==> src/rtl/usr_tx_arbiter.sv <==
// Packet-granular round-robin arbiter that shares one fpga_core user TX header/payload
// input between NUM_PORTS requesters. A grant is held from header accept to payload tlast.
module usr_tx_arbiter #(
  parameter int NUM_PORTS  = 4,
  parameter int HDR_WIDTH  = 112,
  parameter int DATA_WIDTH = 64,
  parameter int KEEP_WIDTH = 8
) (
  input  logic                             clk,
  input  logic                             rst,
  input  logic [NUM_PORTS*HDR_WIDTH-1:0]   s_hdr_data,
  input  logic [NUM_PORTS-1:0]             s_hdr_valid,
  output logic [NUM_PORTS-1:0]             s_hdr_ready,
  input  logic [NUM_PORTS*DATA_WIDTH-1:0]  s_payload_axis_tdata,
  input  logic [NUM_PORTS*KEEP_WIDTH-1:0]  s_payload_axis_tkeep,
  input  logic [NUM_PORTS-1:0]             s_payload_axis_tvalid,
  input  logic [NUM_PORTS-1:0]             s_payload_axis_tlast,
  input  logic [NUM_PORTS-1:0]             s_payload_axis_tuser,
  output logic [NUM_PORTS-1:0]             s_payload_axis_tready,
  output logic [HDR_WIDTH-1:0]             m_usr_hdr_data,
  output logic                             m_usr_hdr_valid,
  input  logic                             m_usr_hdr_ready,
  output logic [DATA_WIDTH-1:0]            m_usr_payload_axis_tdata,
  output logic [KEEP_WIDTH-1:0]            m_usr_payload_axis_tkeep,
  output logic                             m_usr_payload_axis_tvalid,
  output logic                             m_usr_payload_axis_tlast,
  output logic                             m_usr_payload_axis_tuser,
  input  logic                             m_usr_payload_axis_tready,
  output logic [NUM_PORTS-1:0]             grant,
  output logic                             busy
);

  localparam int PTR_W = (NUM_PORTS > 1) ? $clog2(NUM_PORTS) : 1;

  typedef enum logic [1:0] {
    IDLE,
    HDR,
    PAYLOAD
  } state_t;

  state_t               state;
  state_t               state_next;
  logic [NUM_PORTS-1:0] grant_next;
  logic [PTR_W-1:0]     rr_ptr;
  logic [PTR_W-1:0]     rr_ptr_next;
  logic [PTR_W-1:0]     grant_idx;
  logic [PTR_W-1:0]     pick_idx;
  logic                 pick_valid;
  logic                 sel_hdr_valid;
  logic                 sel_payload_valid;

  always_ff @(posedge clk or posedge rst) begin
    if (rst) begin
      state  <= IDLE;
      grant  <= '0;
      rr_ptr <= '0;
    end else begin
      state  <= state_next;
      grant  <= grant_next;
      rr_ptr <= rr_ptr_next;
    end
  end

  always_comb begin
    grant_idx = '0;
    for (int i = 0; i < NUM_PORTS; i++) begin
      if (grant[i]) grant_idx = PTR_W'(i);
    end
  end

  // Search upward from rr_ptr, wrapping, for the first requester with a header pending.
  always_comb begin
    pick_valid = 1'b0;
    pick_idx   = '0;
    for (int k = 0; k < NUM_PORTS; k++) begin
      if (!pick_valid && s_hdr_valid[(int'(rr_ptr) + k) % NUM_PORTS]) begin
        pick_valid = 1'b1;
        pick_idx   = PTR_W'((int'(rr_ptr) + k) % NUM_PORTS);
      end
    end
  end

  // One-hot AND-OR mux off the registered grant; everything reads 0 while grant is 0.
  always_comb begin
    m_usr_hdr_data           = '0;
    m_usr_payload_axis_tdata = '0;
    m_usr_payload_axis_tkeep = '0;
    m_usr_payload_axis_tlast = 1'b0;
    m_usr_payload_axis_tuser = 1'b0;
    sel_hdr_valid            = 1'b0;
    sel_payload_valid        = 1'b0;
    for (int i = 0; i < NUM_PORTS; i++) begin
      if (grant[i]) begin
        m_usr_hdr_data           = m_usr_hdr_data | s_hdr_data[i*HDR_WIDTH +: HDR_WIDTH];
        m_usr_payload_axis_tdata = m_usr_payload_axis_tdata | s_payload_axis_tdata[i*DATA_WIDTH +: DATA_WIDTH];
        m_usr_payload_axis_tkeep = m_usr_payload_axis_tkeep | s_payload_axis_tkeep[i*KEEP_WIDTH +: KEEP_WIDTH];
        m_usr_payload_axis_tlast = m_usr_payload_axis_tlast | s_payload_axis_tlast[i];
        m_usr_payload_axis_tuser = m_usr_payload_axis_tuser | s_payload_axis_tuser[i];
        sel_hdr_valid            = sel_hdr_valid | s_hdr_valid[i];
        sel_payload_valid        = sel_payload_valid | s_payload_axis_tvalid[i];
      end
    end
  end

  assign m_usr_hdr_valid           = (state == HDR) && sel_hdr_valid;
  assign m_usr_payload_axis_tvalid = (state == PAYLOAD) && sel_payload_valid;
  assign s_hdr_ready           = (state == HDR && m_usr_hdr_ready) ? grant : '0;
  assign s_payload_axis_tready = (state == PAYLOAD && m_usr_payload_axis_tready) ? grant : '0;
  assign busy                  = (state != IDLE);

  // The pointer only advances at end of packet, so a requester keeps priority until served.
  always_comb begin
    state_next  = state;
    grant_next  = grant;
    rr_ptr_next = rr_ptr;
    unique case (state)
      IDLE: begin
        if (pick_valid) begin
          grant_next = NUM_PORTS'(1) << pick_idx;
          state_next = HDR;
        end else begin
          grant_next = '0;
        end
      end
      HDR: begin
        if (m_usr_hdr_valid && m_usr_hdr_ready) state_next = PAYLOAD;
      end
      PAYLOAD: begin
        if (m_usr_payload_axis_tvalid && m_usr_payload_axis_tready && m_usr_payload_axis_tlast) begin
          rr_ptr_next = PTR_W'((int'(grant_idx) + 1) % NUM_PORTS);
          grant_next  = '0;
          state_next  = IDLE;
        end
      end
      default: begin
        state_next = IDLE;
        grant_next = '0;
      end
    endcase
  end

endmodule

==> config.mk <==
export PLATFORM = sky130hd
export DESIGN_NAME = usr_tx_arbiter
export DESIGN_NICKNAME = d
export VERILOG_FILES = /design/src/rtl/usr_tx_arbiter.sv
export SDC_FILE = /design/constraint.sdc
export NUM_CORES = 1
export LEC_CHECK = 0
export BUFFER_PORTS_ARGS = -buffer_cell sky130_fd_sc_hd__buf_2
export CORE_AREA = 3 3 375 377
export DETAILED_ROUTE_END_ITERATION = 8
export DIE_AREA = 0 0 378 380
export PLACE_DENSITY = 0.3
export SETUP_SLACK_MARGIN = 0.4
export SYNTH_ARGS = -nofsm -noshare
export SYNTH_HDL_FRONTEND = slang
export SYNTH_SLANG_ARGS = --single-unit
==> constraint.sdc <==
create_clock -name clk -period 4.1 [get_ports clk]
set_input_delay 0.82 -clock clk [delete_from_list [all_inputs] [get_ports clk]]
set_output_delay 0.82 -clock clk [all_outputs]
set_load 0.1 [all_outputs]
==> results by group <==
Floorplan
  – Die width: 378 um
  – Die Height: 380 um
  – Core Footprint: 137500 um^2
  – Die area: 143600 um^2
  – Num rows: 136
  – Initial Util: 0.03201
  – I/O pin count: 957

Global route
  – Pin count of the biggest net entering global routing: 69
  – Met3 Resource Use GR: 0.04359
  – First-pass GRT wire length: 111300 um
  – Met1 Usage GRT: 0.1555
  – Grt peak-use layer: met2
  – Vias in the first global route: 10360
  – Initial antenna violation count: 144
  – GR Overflow Total: 0
  – Met2 usage: 0.1905
  – Total GRT Usage: 0.1176

CTS
  – Clock Sinks: 8
  – CTS tree: yes
  – CTS root buf: clkbuf_16
  – Postcts setup bufs: 0
  – Total CTS buffers: 3
  – H-Tree Depth: 1
  – Clk_lat worst skew: 0.23 ns
  – Cts hold-fix bufs: 0
  – Resize count post-CTS: 0
  – Clock-pin slew on the worst setup and hold paths: 0.04 ns
  – Clock Tree Buf Depth: 2

Worst setup path
  – Worst reg2reg path depth: 5
  – R2R Setup Slk: 1.98 ns
  – Required time worst endpoint: 3.28 ns
  – Critical path type: reg -> out
  – Worst setup SP type: flop
  – Crit. End Element: primary output
  – WP data arrival: 2.76 ns
  – FF-to-FF Start: grant[2]
  – Max Fanout on Critical Path: 68
  – R2r endpoint: rr_ptr[0]

Outcome
  – Outcome: finished clean

Placement
  – RD Place Congestion: 0.9182
  – I/O Buffers: 956
  – DP Wirelength: 83130 um

Timing
  – Worst Tran Pin Value: 1.047 ns
  – Worst slew margin: 0.3017
  – RSZ-0062 raised after global routing: false
  – Slew Viols, Final: 0
  – Final min period: 3.577 ns
  – Clock Skews: 0.001465 ns
  – Peak Freq: 279.6 MHz
  – # setup viols final: 0
  – Crit share post-route: 0.8724
  – Hold Vio Cnt, Final: 0
  – Setup TNS: 0 ns

Routing
  – Vias/cell: 3.105
  – Final antenna-violating net count: 0
  – DRC violations left: 0
  – Final wirelength: 90510 um
  – Detailed Route Iter0 Violations: 692
  – Drt wl/cell: 26.36 um
  – First drt pass iteration count: 5
  – Via count: 10660

Hold path
  – Worst hold path type: in -> async

Yosys
  – Register area share after synthesis: 0.04549
  – Post-synth EDFFs: 0
  – Fraction of registers with async set or reset after synthesis: 1.000
  – Synth Cell Area: 4400 um^2
  – Syn nets: 1463
  – Mapped Cells: 707
  – FF+latch count, synth: 8
  – Top_reg_cell synth: dfrtp_1
  – Mean area per synthesized cell: 6.224 um^2
  – Ys Warns: 0
  – Netlist cell types: 31

Finish
  – Layout cell share with drive strength beyond 1: 0.6193
  – Most common cell after layout, fill and taps aside: buf_2
  – Commonest non-fill, non-tap cells in the layout: buf_2, a22oi_1, nand2_1
  – Synth-to-Final Area Change: 163.2%
  – Net count, final: 2370

Run
  – # Max-Cap Violations: 0
-- synth_stat cells (all sizes together) (3+ instances only) --
| library cell | count | area (um^2) |
|---|---|---|
| nor2b | 3 | 18.77 |
| buf | 22 | 107.6 |
| nor2 | 6 | 22.52 |
| and3 | 6 | 37.54 |
| nand2 | 188 | 705.7 |
| nand2b | 4 | 25.02 |
| a21oi | 4 | 20.02 |
| a32o | 4 | 40.04 |
| inv | 6 | 22.52 |
| clkbuf | 63 | 236.5 |
| dfrtp | 8 | 200.2 |
| a22oi | 372 | 2793 |
-- worst max-delay path by stage --
stage,slack [ns],startpoint,depth (start not counted),endpoint
3_3_place_gp,0.76,grant[3],4,m_usr_hdr_data[103]
2_1_floorplan,0.51,grant[3],3,m_usr_hdr_valid
3_5_place_dp,0.75,grant[2],4,m_usr_hdr_data[103]
4_1_cts,0.47,grant[3],4,m_usr_hdr_data[103]
6_report,0.52,grant[3],4,m_usr_hdr_data[103]
5_1_grt,0.48,grant[3],4,m_usr_hdr_data[103]
-- state kept, by name, summed over array words and instances, names as in the netlist --
register / count
rr_ptr: 2
grant: 4
state: 2
-- kinds of logic (layout without fill, tap and decap cells) --
| family | count (synthesis) | after routing | share of synthesized area |
|---|---|---|---|
| simple gates | 213 | 213 | 0.1936 |
| mux | 3 | 3 | 0.007108 |
| flops | 8 | 8 | 0.04549 |
| other cells | 0 | 27 | 0 |
| compound gates | 392 | 392 | 0.6705 |
| buf+inv | 91 | 997 | 0.08331 |
-- layout make-up --
class,instances,area [um^2]
fillers,16420,125900
diodes,27,67.56
inverters,6,22.52
flip-flops and latches,8,215.2
multi-input cells,608,3834
repair buffers,987,5117
clock buffers,4,78.83
well taps,1794,2245
-- worst max-delay path, cell delays in order, from the launching register on --
cell	delay, ns
dfrtp_4	0.70
buf_12	0.30
a22oi_1	0.89
nand2_1	0.10
buf_2	0.33
-- layer usage --
metal,vias up,share of wire
met3,200,0.11
met5,-,0.0025
met1,4918,0.43
li1,4682,-
met2,830,0.44
met4,34,0.016
-- metrics by stage --
step	hold WS (ns)	cells	area, um^2	util	worst slack [ns]
floorplan	0.5279	707	4400	-	0.5090
detailed placement	0.6019	3403	11430	0.08316	0.7526
finish	0.5861	3434	11580	0.08422	0.5233
CTS	0.6000	3407	11510	0.08373	0.4670
global placement	0.5915	3403	11430	0.08316	0.7647
global route	0.6038	3410	11520	0.08379	0.4800
Power is not shown: default switching activity piles up to over one toggle a cycle in this logic, so the estimate is an artifact.
